### src/rtl/fixed_point_pkg.sv
// Shared Q-format constants, accumulator sizing, FSM state type and saturation
// bounds for the fixed-point neuron datapath (MAC, sigmoid, tanh).
package fixed_point_pkg;

  localparam int unsigned FP_DATA_WIDTH = 12;
  localparam int unsigned FP_INTEGER    = 6;
  localparam int unsigned FP_FRACTION   = 6;

  localparam logic signed [FP_DATA_WIDTH-1:0] FP_MAX = {1'b0, {(FP_DATA_WIDTH-1){1'b1}}};
  localparam logic signed [FP_DATA_WIDTH-1:0] FP_MIN = {1'b1, {(FP_DATA_WIDTH-1){1'b0}}};

  typedef enum logic {
    S_ACC,
    S_OUT
  } mac_state_t;

  // Full-precision product width plus growth for n_inputs terms and the bias term.
  function automatic int unsigned acc_w(input int unsigned data_w, input int unsigned n_inputs);
    return 2 * data_w + $clog2(n_inputs) + 1;
  endfunction

endpackage

### src/rtl/fixed_point_saturate.sv
// Combinational rescale (arithmetic right shift by FRACTION) and clamp of a wide
// accumulator to OUT_W bits. Define MAC_ROUND_EN for round-half-up instead of floor.
module fixed_point_saturate #(
  parameter int unsigned IN_W     = 27,
  parameter int unsigned OUT_W    = 12,
  parameter int unsigned FRACTION = 6
) (
  input  logic [IN_W-1:0]  in_acc,
  output logic [OUT_W-1:0] out_sat
);

  localparam logic signed [IN_W-1:0] MAX_EXT = {{(IN_W-OUT_W+1){1'b0}}, {(OUT_W-1){1'b1}}};
  localparam logic signed [IN_W-1:0] MIN_EXT = {{(IN_W-OUT_W+1){1'b1}}, {(OUT_W-1){1'b0}}};

  logic signed [IN_W-1:0] rounded;
  logic signed [IN_W-1:0] shifted;

`ifdef MAC_ROUND_EN
  localparam logic signed [IN_W-1:0] HALF = {{(IN_W-1){1'b0}}, 1'b1} << (FRACTION - 1);
  assign rounded = $signed(in_acc) + HALF;
`else
  assign rounded = $signed(in_acc);
`endif

  assign shifted = rounded >>> FRACTION;

  always_comb begin
    out_sat = shifted[OUT_W-1:0];
    if (shifted > MAX_EXT) begin
      out_sat = MAX_EXT[OUT_W-1:0];
    end else if (shifted < MIN_EXT) begin
      out_sat = MIN_EXT[OUT_W-1:0];
    end
  end

endmodule

### src/rtl/fixed_point_neuron_mac.sv
// Streaming signed Q(INTEGER.FRACTION) multiply-accumulate: sum(x*w) + bias over
// N_INPUTS beats, rescaled and saturated to DATA_WIDTH. Rounding via MAC_ROUND_EN.
module fixed_point_neuron_mac
  import fixed_point_pkg::*;
#(
  parameter int unsigned DATA_WIDTH = FP_DATA_WIDTH,
  parameter int unsigned INTEGER    = FP_INTEGER,
  parameter int unsigned FRACTION   = FP_FRACTION,
  parameter int unsigned N_INPUTS   = 4
) (
  input  logic                  clk,
  input  logic                  rst_n,
  input  logic                  in_valid,
  output logic                  in_ready,
  input  logic [DATA_WIDTH-1:0] in_x,
  input  logic [DATA_WIDTH-1:0] in_w,
  input  logic [DATA_WIDTH-1:0] bias,
  output logic                  out_valid,
  input  logic                  out_ready,
  output logic [DATA_WIDTH-1:0] out_data
);

  localparam int unsigned PROD_W = 2 * (INTEGER + FRACTION);
  localparam int unsigned ACC_W  = acc_w(DATA_WIDTH, N_INPUTS);
  localparam int unsigned CNT_W  = (N_INPUTS > 1) ? $clog2(N_INPUTS) : 1;
  localparam logic [CNT_W-1:0] LAST = CNT_W'(N_INPUTS - 1);

  mac_state_t state;
  logic [CNT_W-1:0] count;
  logic signed [ACC_W-1:0] acc;

  logic signed [PROD_W-1:0] x_ext;
  logic signed [PROD_W-1:0] w_ext;
  logic signed [PROD_W-1:0] product;
  logic signed [ACC_W-1:0]  product_ext;
  logic signed [ACC_W-1:0]  bias_term;
  logic signed [ACC_W-1:0]  acc_next;
  logic [DATA_WIDTH-1:0]    sat_data;

  // Operands widened before the multiply so the product is full precision.
  assign x_ext       = {{(PROD_W-DATA_WIDTH){in_x[DATA_WIDTH-1]}}, in_x};
  assign w_ext       = {{(PROD_W-DATA_WIDTH){in_w[DATA_WIDTH-1]}}, in_w};
  assign product     = x_ext * w_ext;
  assign product_ext = {{(ACC_W-PROD_W){product[PROD_W-1]}}, product};
  assign bias_term   = $signed({{(ACC_W-DATA_WIDTH){bias[DATA_WIDTH-1]}}, bias}) <<< FRACTION;
  assign acc_next    = (count == '0) ? product_ext + bias_term : acc + product_ext;

  assign in_ready = (state == S_ACC);

  fixed_point_saturate #(
    .IN_W     (ACC_W),
    .OUT_W    (DATA_WIDTH),
    .FRACTION (FRACTION)
  ) u_saturate (
    .in_acc  (acc_next),
    .out_sat (sat_data)
  );

  // Result is taken from acc_next so out_valid follows the final beat by one cycle.
  always_ff @(posedge clk) begin
    if (!rst_n) begin
      state     <= S_ACC;
      count     <= '0;
      acc       <= '0;
      out_valid <= 1'b0;
      out_data  <= '0;
    end else begin
      case (state)
        S_ACC: begin
          if (in_valid) begin
            acc <= acc_next;
            if (count == LAST) begin
              count     <= '0;
              state     <= S_OUT;
              out_valid <= 1'b1;
              out_data  <= sat_data;
            end else begin
              count <= count + 1'b1;
            end
          end
        end
        S_OUT: begin
          if (out_ready) begin
            state     <= S_ACC;
            out_valid <= 1'b0;
          end
        end
        default: state <= S_ACC;
      endcase
    end
  end

endmodule

### config.mk
export PLATFORM = sky130hd
export DESIGN_NAME = fixed_point_neuron_mac
export DESIGN_NICKNAME = d
export VERILOG_FILES = /design/src/rtl/fixed_point_pkg.sv /design/src/rtl/fixed_point_saturate.sv /design/src/rtl/fixed_point_neuron_mac.sv
export SDC_FILE = /design/constraint.sdc
export NUM_CORES = 1
export LEC_CHECK = 0
export BUFFER_PORTS_ARGS = -buffer_cell sky130_fd_sc_hd__buf_2
export CAP_MARGIN = 20
export CORE_MARGIN = 10
export CORE_UTILIZATION = 65
export CTS_CLUSTER_DIAMETER = 40
export DETAILED_ROUTE_END_ITERATION = 6
export GPL_ROUTABILITY_DRIVEN = 0
export MAX_ROUTING_LAYER = met4
export PLACE_DENSITY = 0.84
export SLEW_MARGIN = 5
export SYNTH_ARGS = -nofsm -noshare
export SYNTH_HDL_FRONTEND = slang
export SYNTH_HIERARCHICAL = 1
export SYNTH_SLANG_ARGS = --single-unit
### constraint.sdc
create_clock -name clk -period 29.5 [get_ports clk]
set_clock_uncertainty 0.15 [all_clocks]
set_input_delay 5.9 -clock clk [delete_from_list [all_inputs] [get_ports clk]]
set_output_delay 5.9 -clock clk [all_outputs]
set_load 0.05 [all_outputs]
Yosys cells after proc, flatten, opt, wreduce, memory -nomap -nowiden
Cells that the tools add are included.
{"block": "word_totals", "regBits": 43, "inputBits": 40, "output_inout_bits": 14, "elab_cells": 32}
{"block": "classes", "addsub": 3, "multipliers": 1, "magnitude_cmp": 2, "eq_ne": 4, "mux": 12, "bitwise": 1, "reduce_logical": 4}
{"op": "$add A27 B24 Y27", "count": 1}
{"op": "$mux W27", "count": 1}
{"op": "$add A24 B18 Y25", "count": 1}
{"op": "$mul A12 B12 Y24", "count": 1}
{"op": "$mux W12", "count": 2}
{"op": "$gt A21 B12 Y1 const B", "count": 1}
{"op": "$lt A21 B12 Y1 const B", "count": 1}
{"op": "$mux W1", "count": 6}
{"op": "$reduce_and A3 Y1", "count": 2}
{"op": "$ne A2 B2 Y1 const B", "count": 2}
{"op": "$pmux W1 S2", "count": 2}
{"op": "$add A2 B1 Y2 const B", "count": 1}
{"op": "$eq A2 B2 Y1 const B", "count": 1}
{"op": "$logic_not A2 Y1", "count": 1}
{"op": "$mux W2", "count": 1}
{"op": "$ne A2 B1 Y1 const B", "count": 1}
{"op": "$reduce_and A2 Y1", "count": 1}
{"op": "$not A1 Y1", "count": 1}

Depth between registers and ports, before layout
Gate-level depths: netlist of the first run.
{"block": "depth", "depth_word": 6, "depth_mapped": 38, "ltp_nobuf": 35}

By module
Netlist of the first run, hierarchy kept.
{"mod": "fixed_point_neuron_mac", "instances": 1, "cells_each": 1144, "area_each_um2": 9412.8, "seq_area_each_um2": 860.8}
{"mod": "fixed_point_saturate", "instances": 1, "cells_each": 47, "area_each_um2": 370.4, "seq_area_each_um2": 0.0}

Worst setup path before layout of the first run
OpenSTA, ideal clock, no wires.
{"block": "synth_timing", "kind": "in2reg", "startpoint": "input port in_w[3]", "endpoint": "register out_data[1]", "setup_ns": 0.070, "t_arrival_ns": 13.354, "path_slack_ns": 15.926, "cell_stages": 33, "cell_sequence": "clkbuf_1 nand2_1 inv_1 fa_1 fa_1 fa_1 fa_1 inv_1 fa_1 inv_1 ha_1 nand4_1 or4_1 o21ai_2 nor4_1 o31ai_2 xnor2_1 ha_1 clkbuf_1 nand4_1 nor2_1 a221o_1 a31oi_1 o31ai_1 xnor2_1 o21ai_1 clkbuf_1 nand3_1 nor3_1 buf_4 o2bb2ai_1 nand2_1 a21boi_1"}
{"block": "synth_between", "elab_chain_len": 6, "word_cells_on_any_way": 8, "classes_between": "add/sub (2); mul (1); order compare (2); mux (3)"}
{"element": "start, declared", "line_no": "fixed_point_neuron_mac.sv:16", "source": "input logic [DATA_WIDTH-1:0] in_w,"}
{"element": "$mul A12 B12 Y24 *", "line_no": "fixed_point_neuron_mac.sv:43", "source": "assign product = x_ext * w_ext;"}
{"element": "$add A27 B24 Y27 or $add A24 B18 Y25 (tied branches)", "line_no": "fixed_point_neuron_mac.sv:46", "source": "assign acc_next = (count == '0) ? product_ext + bias_term : acc + product_ext;"}
{"element": "$mux W27 *", "line_no": "fixed_point_neuron_mac.sv:46"}
{"element": "named net acc_next[24]", "line_no": "fixed_point_neuron_mac.sv:37", "source": "logic signed [ACC_W-1:0] acc_next;"}
{"element": "$lt A21 B12 Y1", "line_no": "fixed_point_saturate.sv:31", "source": "end else if (shifted < MIN_EXT) begin"}
{"element": "$mux W12", "line_no": "fixed_point_saturate.sv:31"}
{"element": "$mux W12 *", "line_no": "fixed_point_saturate.sv:29", "source": "if (shifted > MAX_EXT) begin"}
{"element": "named net sat_data[1]", "line_no": "fixed_point_neuron_mac.sv:38", "source": "logic [DATA_WIDTH-1:0] sat_data;"}
{"element": "end signal, assigned", "line_no": "fixed_point_neuron_mac.sv:76", "source": "out_data <= sat_data;"}
{"element": "end, declared", "line_no": "fixed_point_neuron_mac.sv:20", "source": "output logic [DATA_WIDTH-1:0] out_data"}
Mark *: on every way through the listed nets, which the timed path passes. The rest lies on a longest branch.
A chain may end at the register's enable or synchronous reset.

Final worst setup path of the first run
{"block": "layout_timing", "startpoint": "input port in_w[11]", "endpoint": "register out_data[4]"}
The elaborated chain is that of the path after synthesis.

==> results of run 1 <==
## flip-flops by register name (all words and copies together), names as in the netlist
register   cells
out_valid      1
acc           27
out_data      12
count          2
state          1
## cell type report
cell class	count	area [µm²]
multi-input combinational	890	7940
fill	1161	4358
sequential	43	860.8
inverter	207	777.0
timing repair buffer	57	315.3
tap	184	230.2
clock buffer	5	125.1
clock inverter	2	37.54
## cells in the final DEF, fill, tap and decap left out, types with 12 or more instances in the layout
cell / n
xor2_1: 16
inv_1: 206
ha_1: 97
dfxtp_1: 43
nor2_1: 42
a21oi_1: 53
xnor2_1: 44
or4_1: 12
a31oi_1: 12
o21ai_0: 24
o21ai_1: 27
nand2_1: 169
and2_1: 50
buf_2: 53
a21boi_1: 23
fa_1: 140
a21o_1: 28
## worst max-delay path by stage
stage | start | end | slack, ns | depth (start not counted)
6_report | in_w[11] | out_data[4]$_SDFFE_PN0P_ | 15.15 | 31
3_5_place_dp | in_w[11] | out_data[0]$_SDFFE_PN0P_ | 14.50 | 30
4_1_cts | in_w[11] | out_data[0]$_SDFFE_PN0P_ | 14.73 | 30
2_1_floorplan | in_w[3] | out_data[1]$_SDFFE_PN0P_ | 15.93 | 33
3_3_place_gp | in_w[11] | out_data[7]$_SDFFE_PN0P_ | 14.92 | 30
5_1_grt | in_x[11] | out_data[4]$_SDFFE_PN0P_ | 14.45 | 32
## metal layers
layer | vias to the layer above | global-route usage (%) | part of all wire [%]
met5 | - | - | 0
met3 | 54 | 3.217 | 6.1
li1 | 3873 | - | -
met2 | 234 | 37.60 | 50
met4 | 0 | 5.266 | 2.0
met1 | 3905 | 29.38 | 42
## through the flow
step | hold WS [ns] | instances
6_report | 0.3049 | 1388
5_1_grt | 0.3253 | 1388
2_1_floorplan | 0.2894 | 1191
4_1_cts | 0.3098 | 1386
3_3_place_gp | 0.2900 | 1379
3_5_place_dp | 0.3019 | 1379
## kinds of logic after synthesis
kind of cell	Yosys count
compound gates	231
flops	43
simple gates	347
mux	13
buf+inv	258
fa+ha+maj	238
xor+xnor	61
## critical path: cells and delay by family
kind | cells | cell delay [ns]
adder cells (fa/ha/maj) | 7 | 3.39
AO/OA/AOI/OAI | 8 | 1.98
XOR/XNOR | 2 | 0.49
AND/OR/NAND/NOR | 9 | 1.84
buffers and inverters | 5 | 0.81
==> run_results.csv, run 1 <==
group,metric,value,unit
global_route,grt_max_degree,57,
clock_network,clkSinkCount,43,
setup_path,critPathMaxFanout,13,
hold_path,hold_depth,2,
clock_network,clockBufferDepth,2,
sta,max_slew_margin,43.09,%
job,drv_cap,0,
route,post_drt_via_cell_ratio,5.811,
setup_path,worstSetupPathType,"in2reg",
setup_path,cpMostUsedCell,"fa_1",
floorplan,die-width,142.7,µm
synthesis,synth_cell_type_count,57,
floorplan,rows,44,
clock_network,postCtsSetupBuffers,0,
place,place_area,10090,µm²
synthesis,synthMuxAreaShare,1.394,%
place,dpl.hpwl,17890,µm
setup_path,slowest_stage,"o21ai_1",
outcome,status,"finished, final reports clean",
sta,rsz0062_at_grt,"false",
route,post_drt_wl_per_cell,15.73,µm
synthesis,yosys.area_share.simple,17.29,%
clock_network,hold_buffers,0,
synthesis,netlist_top_cells_area,"fa_1 29%, ha_1 13%, dfxtp_1 8.8%, inv_1 7.9%, nand2_1 6.5%",
sta,hold_viol_final,0,
synthesis,synthFlopType,"dfxtp_1",
global_route,antenna_found_initial,0,
sta,setup_viol,0,
synthesis,synthAdderAreaFrac,41.18,%
layout,final_util,70.24,%
route,drtAntennaViolNets,0,
place,portBuffers,53,
setup_path,r2r_start,"acc[7]$_SDFFE_PN0P_",
setup_path,r2r_end,"out_data[4]$_SDFFE_PN0P_",
route,firstDrtPassIters,5,
clock_network,cts_tree,"done",
synthesis,synth_compound_area_share,15.63,%
setup_path,reg2reg_depth,15,
floorplan,core,14640,µm²
layout,area_delta_synth_final,5.141,%
route,routed_wirelength,21830,µm
sta,report.final.slew_viol_count,0,
global_route,grt.total_usage,22.86,%
synthesis,syn-cell-area,9783,µm²
floorplan,dieArea,20360,µm²
sta,tightest_slew,0.8299,ns
setup_path,endpoint_kind,"flip-flop",
route,drt_iter0_markers,610,
synthesis,synthXorXnorAreaFrac,5.615,%
layout,final_cell_area,10290,µm²
hold_path,hold_path_end,"out_data[7]$_SDFFE_PN0P_",
place,pre_cts_ws,14.50,ns
layout,drive_gt1_share,7.226,%
global_route,grt_pass1_wl,37730,µm
setup_path,reg2reg_setup_slack,25.32,ns
synthesis,synth_edf_count,0,
synthesis,synth_cells,1191,
global_route,grt_pass1_vias,8145,
clock_network,clk_pin_slew,0.06,ns
synthesis,synth_top_family_by_area,"adder cells",
sta,setup_slack,15.15,ns
sta,setup_tns,0,ns
route,drc,0,
floorplan,initial_core_util,66.81,%
synthesis,yosysWarningCount,6,
floorplan,ios,54,
layout,fin_nets,1482,
hold_path,hold_start,"out_data[7]$_SDFFE_PN0P_",
sta,finalCriticalPeriod,14.35,ns
clock_network,clk_latency,0.29,ns
hold_path,hold_path_class,"reg2reg",
setup_path,cp.required,29.57,ns
clock_network,cts_resized,0,
synthesis,yosys-top-cells-count,"206 x inv_1, 169 x nand2_1, 140 x fa_1",
synthesis,synth_top_area_cell,"fa_1",
layout,diodes,0,
synthesis,synth_top_area_share,28.65,%
synthesis,ys_ff_latch,43,
synthesis,seq_area_frac_synth,8.799,%
setup_path,cpPeakStageDelay,0.66,ns
global_route,gr-total-overflow,0,
sta,fmax,69.69,MHz
clock_network,htreeDepth,2,
floorplan,die_y,142.7,µm
synthesis,synthArstFlopShare,0,%
setup_path,worstSetupStartpointType,"primary input",
sta,finalCritPeriodShare,48.64,%
clock_network,cts-root-buf,"clkbuf_16",
clock_network,cts_buffers,5,
route,vias,8066,
synthesis,avgSynthCellArea,8.214,µm²
synthesis,synth.most_common_cell,"inv_1",
setup_path,cp_data_arrival_time,14.42,ns
synthesis,syn_nets,1469,
Power of run 1 is not shown: default switching activity piles up to over one toggle a cycle in this logic, so the estimate is an artifact.
==> inputs of run 2 (changes only) <==
--- a/config.mk
+++ b/config.mk
@@ -5,15 +5,16 @@
 export SDC_FILE = /design/constraint.sdc
 export NUM_CORES = 1
 export LEC_CHECK = 0
+export ABC_AREA = 1
 export BUFFER_PORTS_ARGS = -buffer_cell sky130_fd_sc_hd__buf_2
 export CAP_MARGIN = 20
 export CORE_MARGIN = 10
-export CORE_UTILIZATION = 65
+export CORE_UTILIZATION = 58
 export CTS_CLUSTER_DIAMETER = 40
 export DETAILED_ROUTE_END_ITERATION = 6
 export GPL_ROUTABILITY_DRIVEN = 0
 export MAX_ROUTING_LAYER = met4
-export PLACE_DENSITY = 0.84
+export PLACE_DENSITY = 0.79
 export SLEW_MARGIN = 5
 export SYNTH_ARGS = -nofsm -noshare
 export SYNTH_HDL_FRONTEND = slang
==> constraint.sdc (replaced) <==
create_clock -name clk -period 12.2 [get_ports clk]
set_clock_uncertainty 0.15 [all_clocks]
set_input_delay 2.44 -clock clk [delete_from_list [all_inputs] [get_ports clk]]
set_output_delay 2.44 -clock clk [all_outputs]
set_load 0.05 [all_outputs]
==> run_results.csv, run 2 <==
group,metric,value,unit
outcome,status,"finished, final reports clean",
hold_path,hold_path_class,"reg2reg",
clock_network,cts-root-buf,"clkbuf_16",
layout,drive_gt1_share,6.767,%
place,pre_cts_ws,2.019,ns
layout,ff_latch_area,860.8,µm²
setup_path,worstSetupStartpointType,"primary input",
sta,setup_tns,0,ns
route,vias,9440,
clock_network,clk_latency,0.30,ns
synthesis,syn_nets,1781,
setup_path,worstSetupPathType,"in2reg",
floorplan,ios,54,
layout,layout_commonest_cell,"nand2_1",
setup_path,cpMostUsedCell,"inv_1",
clock_network,clk_pin_slew,0.06,ns
setup_path,reg2reg_setup_slack,8.98,ns
global_route,grt_pass1_vias,9503,
route,post_drt_wl_per_cell,14.15,µm
synthesis,syn-cell-area,10270,µm²
setup_path,cp.required,12.24,ns
layout,reg_top3,"acc: 27 flops, out_data: 12 flops, count: 2 flops",
sta,rsz0062_at_grt,"false",
setup_path,r2r_start,"acc[8]$_SDFFE_PN0P_",
place,dpl.hpwl,20670,µm
route,routed_wirelength,24730,µm
global_route,antenna_found_initial,1,
hold_path,hold_depth,2,
sta,tightest_slew,1.049,ns
clock_network,htreeDepth,2,
layout,top_register,"acc",
route,post_drt_via_cell_ratio,5.400,
layout,fin_nets,1799,
layout,multi_input_area,7958,µm²
place,portBuffers,53,
setup_path,critPathMaxFanout,12,
setup_path,cp_data_arrival_time,10.08,ns
sta,report.final.slew_viol_count,0,
global_route,grt.total_usage,22.11,%
layout,largest_reg_flops,27,
clock_network,postCtsSetupBuffers,0,
clock_network,cts_buffers,5,
synthesis,synth_cells,1503,
setup_path,reg2reg_depth,15,
clock_network,cts_tree,"done",
synthesis,yosysWarningCount,6,
layout,fillers,1630,
sta,max_slew_margin,29.96,%
clock_network,clkSinkCount,43,
layout,final_cell_mix,"362 x nand2_1, 326 x inv_1, 145 x nor2_1, 140 x fa_1, 98 x ha_1",
setup_path,r2r_end,"out_data[0]$_SDFFE_PN0P_",
layout,area_delta_synth_final,5.289,%
sta,setup_viol,0,
clock_network,clockBufferDepth,2,
setup_path,endpoint_kind,"flip-flop",
sta,whs,0.3156,ns
clock_network,cts_resized,0,
sta,setup_slack,2.157,ns
floorplan,initial_core_util,59.36,%
sta,finalCriticalPeriod,10.04,ns
floorplan,rows,48,
route,drtAntennaViolNets,0,
sta,finalCritPeriodShare,82.32,%
route,drt_iter0_markers,815,
clock_network,hold_buffers,0,
floorplan,core,17300,µm²
sta,hold_viol_final,0,
global_route,grt_max_degree,35,
synthesis,avgSynthCellArea,6.831,µm²
route,drc,0,
setup_path,cpPeakStageDelay,0.73,ns
setup_path,slowest_stage,"fa_1",
floorplan,dieArea,23420,µm²
hold_path,hold_start,"state$_SDFF_PN0_",
job,drv_cap,0,
hold_path,hold_path_end,"state$_SDFF_PN0_",
global_route,gr-total-overflow,0,
sta,fmax,99.57,MHz
floorplan,die-width,153.1,µm
global_route,grt_pass1_wl,43370,µm
floorplan,die_y,153.1,µm
route,firstDrtPassIters,7,
## run 2: changes by cell type in the layout (fill, tap and decap cells not counted), moves of 12 or more
| cell | change |
|---|---|
| a21oi_1 | +32 |
| a21boi_1 | -23 |
| nor2_1 | +103 |
| inv_1 | +120 |
| a21o_1 | -20 |
| o21ai_0 | +41 |
| nand2_1 | +193 |
| xnor2_1 | -31 |
| nand3_1 | +46 |
| or4_1 | -12 |
| and2_1 | -50 |
## run 2: cell type report
| type | instances | share of cell area (%) |
|---|---|---|
| Multi-Input combinational cell | 1086 | 73.61 |
| Inverter | 330 | 11.46 |
| Sequential cell | 43 | 7.963 |
| Tap cell | 225 | 2.604 |
| Timing Repair Buffer | 55 | 2.593 |
| Clock buffer | 6 | 1.192 |
| Clock inverter | 2 | 0.5556 |
| Antenna cell | 1 | 0.02315 |
## run 2: how the worst max path moves through the flow
stage	from	endpoint	slack [ns]	cells after the start
6_report	in_w[3]	out_data[0]$_SDFFE_PN0P_	2.16	34
5_1_grt	in_w[3]	out_data[0]$_SDFFE_PN0P_	1.57	32
4_1_cts	in_w[3]	out_data[10]$_SDFFE_PN0P_	2.27	34
3_5_place_dp	in_w[3]	out_data[0]$_SDFFE_PN0P_	2.02	32
3_3_place_gp	in_w[3]	out_data[4]$_SDFFE_PN0P_	2.10	34
2_1_floorplan	in_x[11]	out_data[3]$_SDFFE_PN0P_	3.05	37
## run 2: worst max-delay path: cells and delay by family
family,cells,cell delay [ns]
AO/OA/AOI/OAI,3,0.49
XOR/XNOR,1,0.26
adder cells (fa/ha/maj),7,3.57
buffers and inverters,9,0.83
AND/OR/NAND/NOR,14,2.47
## run 2: metrics by stage
stage,std cells,area (µm²),utilization [%]
6_report,1748,10810,62.50
5_1_grt,1748,10810,62.50
4_1_cts,1747,10810,62.49
3_5_place_dp,1739,10620,61.39
3_3_place_gp,1739,10620,61.39
2_1_floorplan,1503,10270,-
## run 2: layer usage
metal | vias to the layer above | share of wire (%) | global-route usage, %
met4 | 0 | 3.0 | 6.403
met5 | - | 0 | -
li1 | 4622 | - | -
met3 | 61 | 6.9 | 3.199
met1 | 4401 | 43 | 27.66
met2 | 356 | 47 | 36.42
Power of run 2 is left out for the same reason.
==> inputs of run 3 (changes only) <==
--- a/config.mk
+++ b/config.mk
@@ -9,12 +9,12 @@
 export BUFFER_PORTS_ARGS = -buffer_cell sky130_fd_sc_hd__buf_2
 export CAP_MARGIN = 20
 export CORE_MARGIN = 10
-export CORE_UTILIZATION = 58
+export CORE_UTILIZATION = 65
 export CTS_CLUSTER_DIAMETER = 40
 export DETAILED_ROUTE_END_ITERATION = 6
 export GPL_ROUTABILITY_DRIVEN = 0
 export MAX_ROUTING_LAYER = met4
-export PLACE_DENSITY = 0.79
+export PLACE_DENSITY = 0.84
 export SLEW_MARGIN = 5
 export SYNTH_ARGS = -nofsm -noshare
 export SYNTH_HDL_FRONTEND = slang
==> constraint.sdc (replaced) <==
create_clock -name clk -period 10.2 [get_ports clk]
set_clock_uncertainty 0.15 [all_clocks]
set_input_delay 2.04 -clock clk [delete_from_list [all_inputs] [get_ports clk]]
set_output_delay 2.04 -clock clk [all_outputs]
set_load 0.05 [all_outputs]
==> run_results.csv, run 3 (same netlist as run 2, synthesis figures left out) <==
group,metric,value,unit
outcome,status,"finished, violations left",
outcome,violations,"design-rule violations",
layout,layout_commonest_cell,"nand2_1",
layout,largest_reg_flops,27,
setup_path,critPathMaxFanout,12,
layout,drive_gt1_share,6.894,%
sta,setup_tns,0,ns
sta,rsz0062_at_grt,"false",
route,drtAntennaViolNets,0,
layout,reg_top3,"acc: 27 flops, out_data: 12 flops, count: 2 flops",
floorplan,core,15310,µm²
route,post_drt_wl_per_cell,14.31,µm
floorplan,die-width,145.7,µm
route,vias,9564,
layout,final_cell_area,10760,µm²
sta,finalCritPeriodShare,92.83,%
place,place_area,10610,µm²
sta,fmax,105.6,MHz
route,post_drt_via_cell_ratio,5.516,
hold_path,hold_path_class,"reg2reg",
clock_network,cts_buffers,5,
global_route,grt_pass1_wl,42830,µm
route,firstDrtPassIters,7,
setup_path,slowest_stage,"fa_1",
setup_path,cpMostUsedCell,"inv_1",
global_route,grt_pass1_vias,9444,
global_route,grt_max_degree,35,
route,drc,6,
layout,final_cell_mix,"362 x nand2_1, 326 x inv_1, 145 x nor2_1, 140 x fa_1, 97 x ha_1",
layout,final_util,70.26,%
clock_network,htreeDepth,2,
setup_path,worstSetupStartpointType,"primary input",
clock_network,clockBufferDepth,2,
setup_path,endpoint_kind,"flip-flop",
sta,tightest_slew,1.002,ns
floorplan,dieArea,21220,µm²
global_route,antenna_found_initial,0,
layout,fin_nets,1800,
sta,finalCriticalPeriod,9.469,ns
sta,setup_viol,0,
setup_path,cp.required,10.23,ns
global_route,gr-total-overflow,0,
global_route,grt.total_usage,24.32,%
setup_path,worstSetupPathType,"in2reg",
layout,area_delta_synth_final,4.801,%
setup_path,cp_data_arrival_time,9.50,ns
setup_path,cpPeakStageDelay,0.75,ns
sta,report.final.slew_viol_count,0,
layout,diodes,0,
job,drv_cap,0,
clock_network,clk_pin_slew,0.06,ns
place,portBuffers,53,
clock_network,clk_latency,0.29,ns
floorplan,rows,45,
floorplan,ios,54,
route,routed_wirelength,24810,µm
clock_network,cts_tree,"done",
sta,max_slew_margin,33.10,%
route,drt_iter0_markers,854,
floorplan,initial_core_util,67.04,%
layout,fillers,1351,
clock_network,cts-root-buf,"clkbuf_16",
floorplan,die_y,145.7,µm
sta,hold_viol_final,0,
place,dpl.hpwl,20700,µm
layout,top_register,"acc",
clock_network,clkSinkCount,43,
-- run 3: area by class of cell --
cell class / instances / area (µm²) / area share (%)
timing repair buffer: 56 / 287.8 / 2.674
clock buffer: 6 / 128.9 / 1.198
tap: 211 / 264.0 / 2.453
clock inverter: 2 / 12.51 / 0.1163
multi-input combinational: 1086 / 7968 / 74.05
sequential: 43 / 860.8 / 8.000
inverter: 330 / 1239 / 11.51
-- run 3: per-stage QoR --
step | setup slack [ns] | instances | hold slack [ns]
floorplan | 1.450 | 1503 | 0.2933
global route | 0.1081 | 1734 | 0.3405
detailed placement | 0.4845 | 1726 | 0.3052
finish | 0.7314 | 1734 | 0.3112
CTS | 0.6958 | 1734 | 0.3145
global placement | 0.6282 | 1726 | 0.3036
-- run 3: final timing paths --
path | depth (start not counted) | end | from | slack [ns]
hold / removal | 2 | state$_SDFF_PN0_ | state$_SDFF_PN0_ | 0.31
setup reg to reg | 15 | out_data[1]$_SDFFE_PN0P_ | count[0]$_SDFFE_PN0P_ | 7.00
setup / recovery | 36 | out_data[1]$_SDFFE_PN0P_ | in_w[3] | 0.73
hold reg to reg | 2 | state$_SDFF_PN0_ | state$_SDFF_PN0_ | 0.31
-- run 3: worst max-delay path: cells and delay by family --
family | cells | cell delay, ns
AO/OA/AOI/OAI | 3 | 0.64
XOR/XNOR | 1 | 0.25
adder cells (fa/ha/maj) | 7 | 3.61
buffers and inverters | 9 | 0.86
AND/OR/NAND/NOR | 16 | 2.10
-- run 3: per-layer routing --
| layer | vias to the layer above | GRT usage (%) | part of all wire [%] |
|---|---|---|---|
| met1 | 4420 | 30.56 | 42 |
| li1 | 4614 | - | - |
| met2 | 455 | 40.04 | 47 |
| met5 | - | - | 0 |
| met4 | 0 | 7.128 | 2.9 |
| met3 | 75 | 3.353 | 8.3 |
-- run 3: timing repair --
action | in CTS | in global routing
buffers inserted | 0 | 0
gates resized for setup | 0 | 2
setup endpoints to repair | 0 | 9
hold buffers | 0 | 0
Power of run 3 is left out for the same reason.
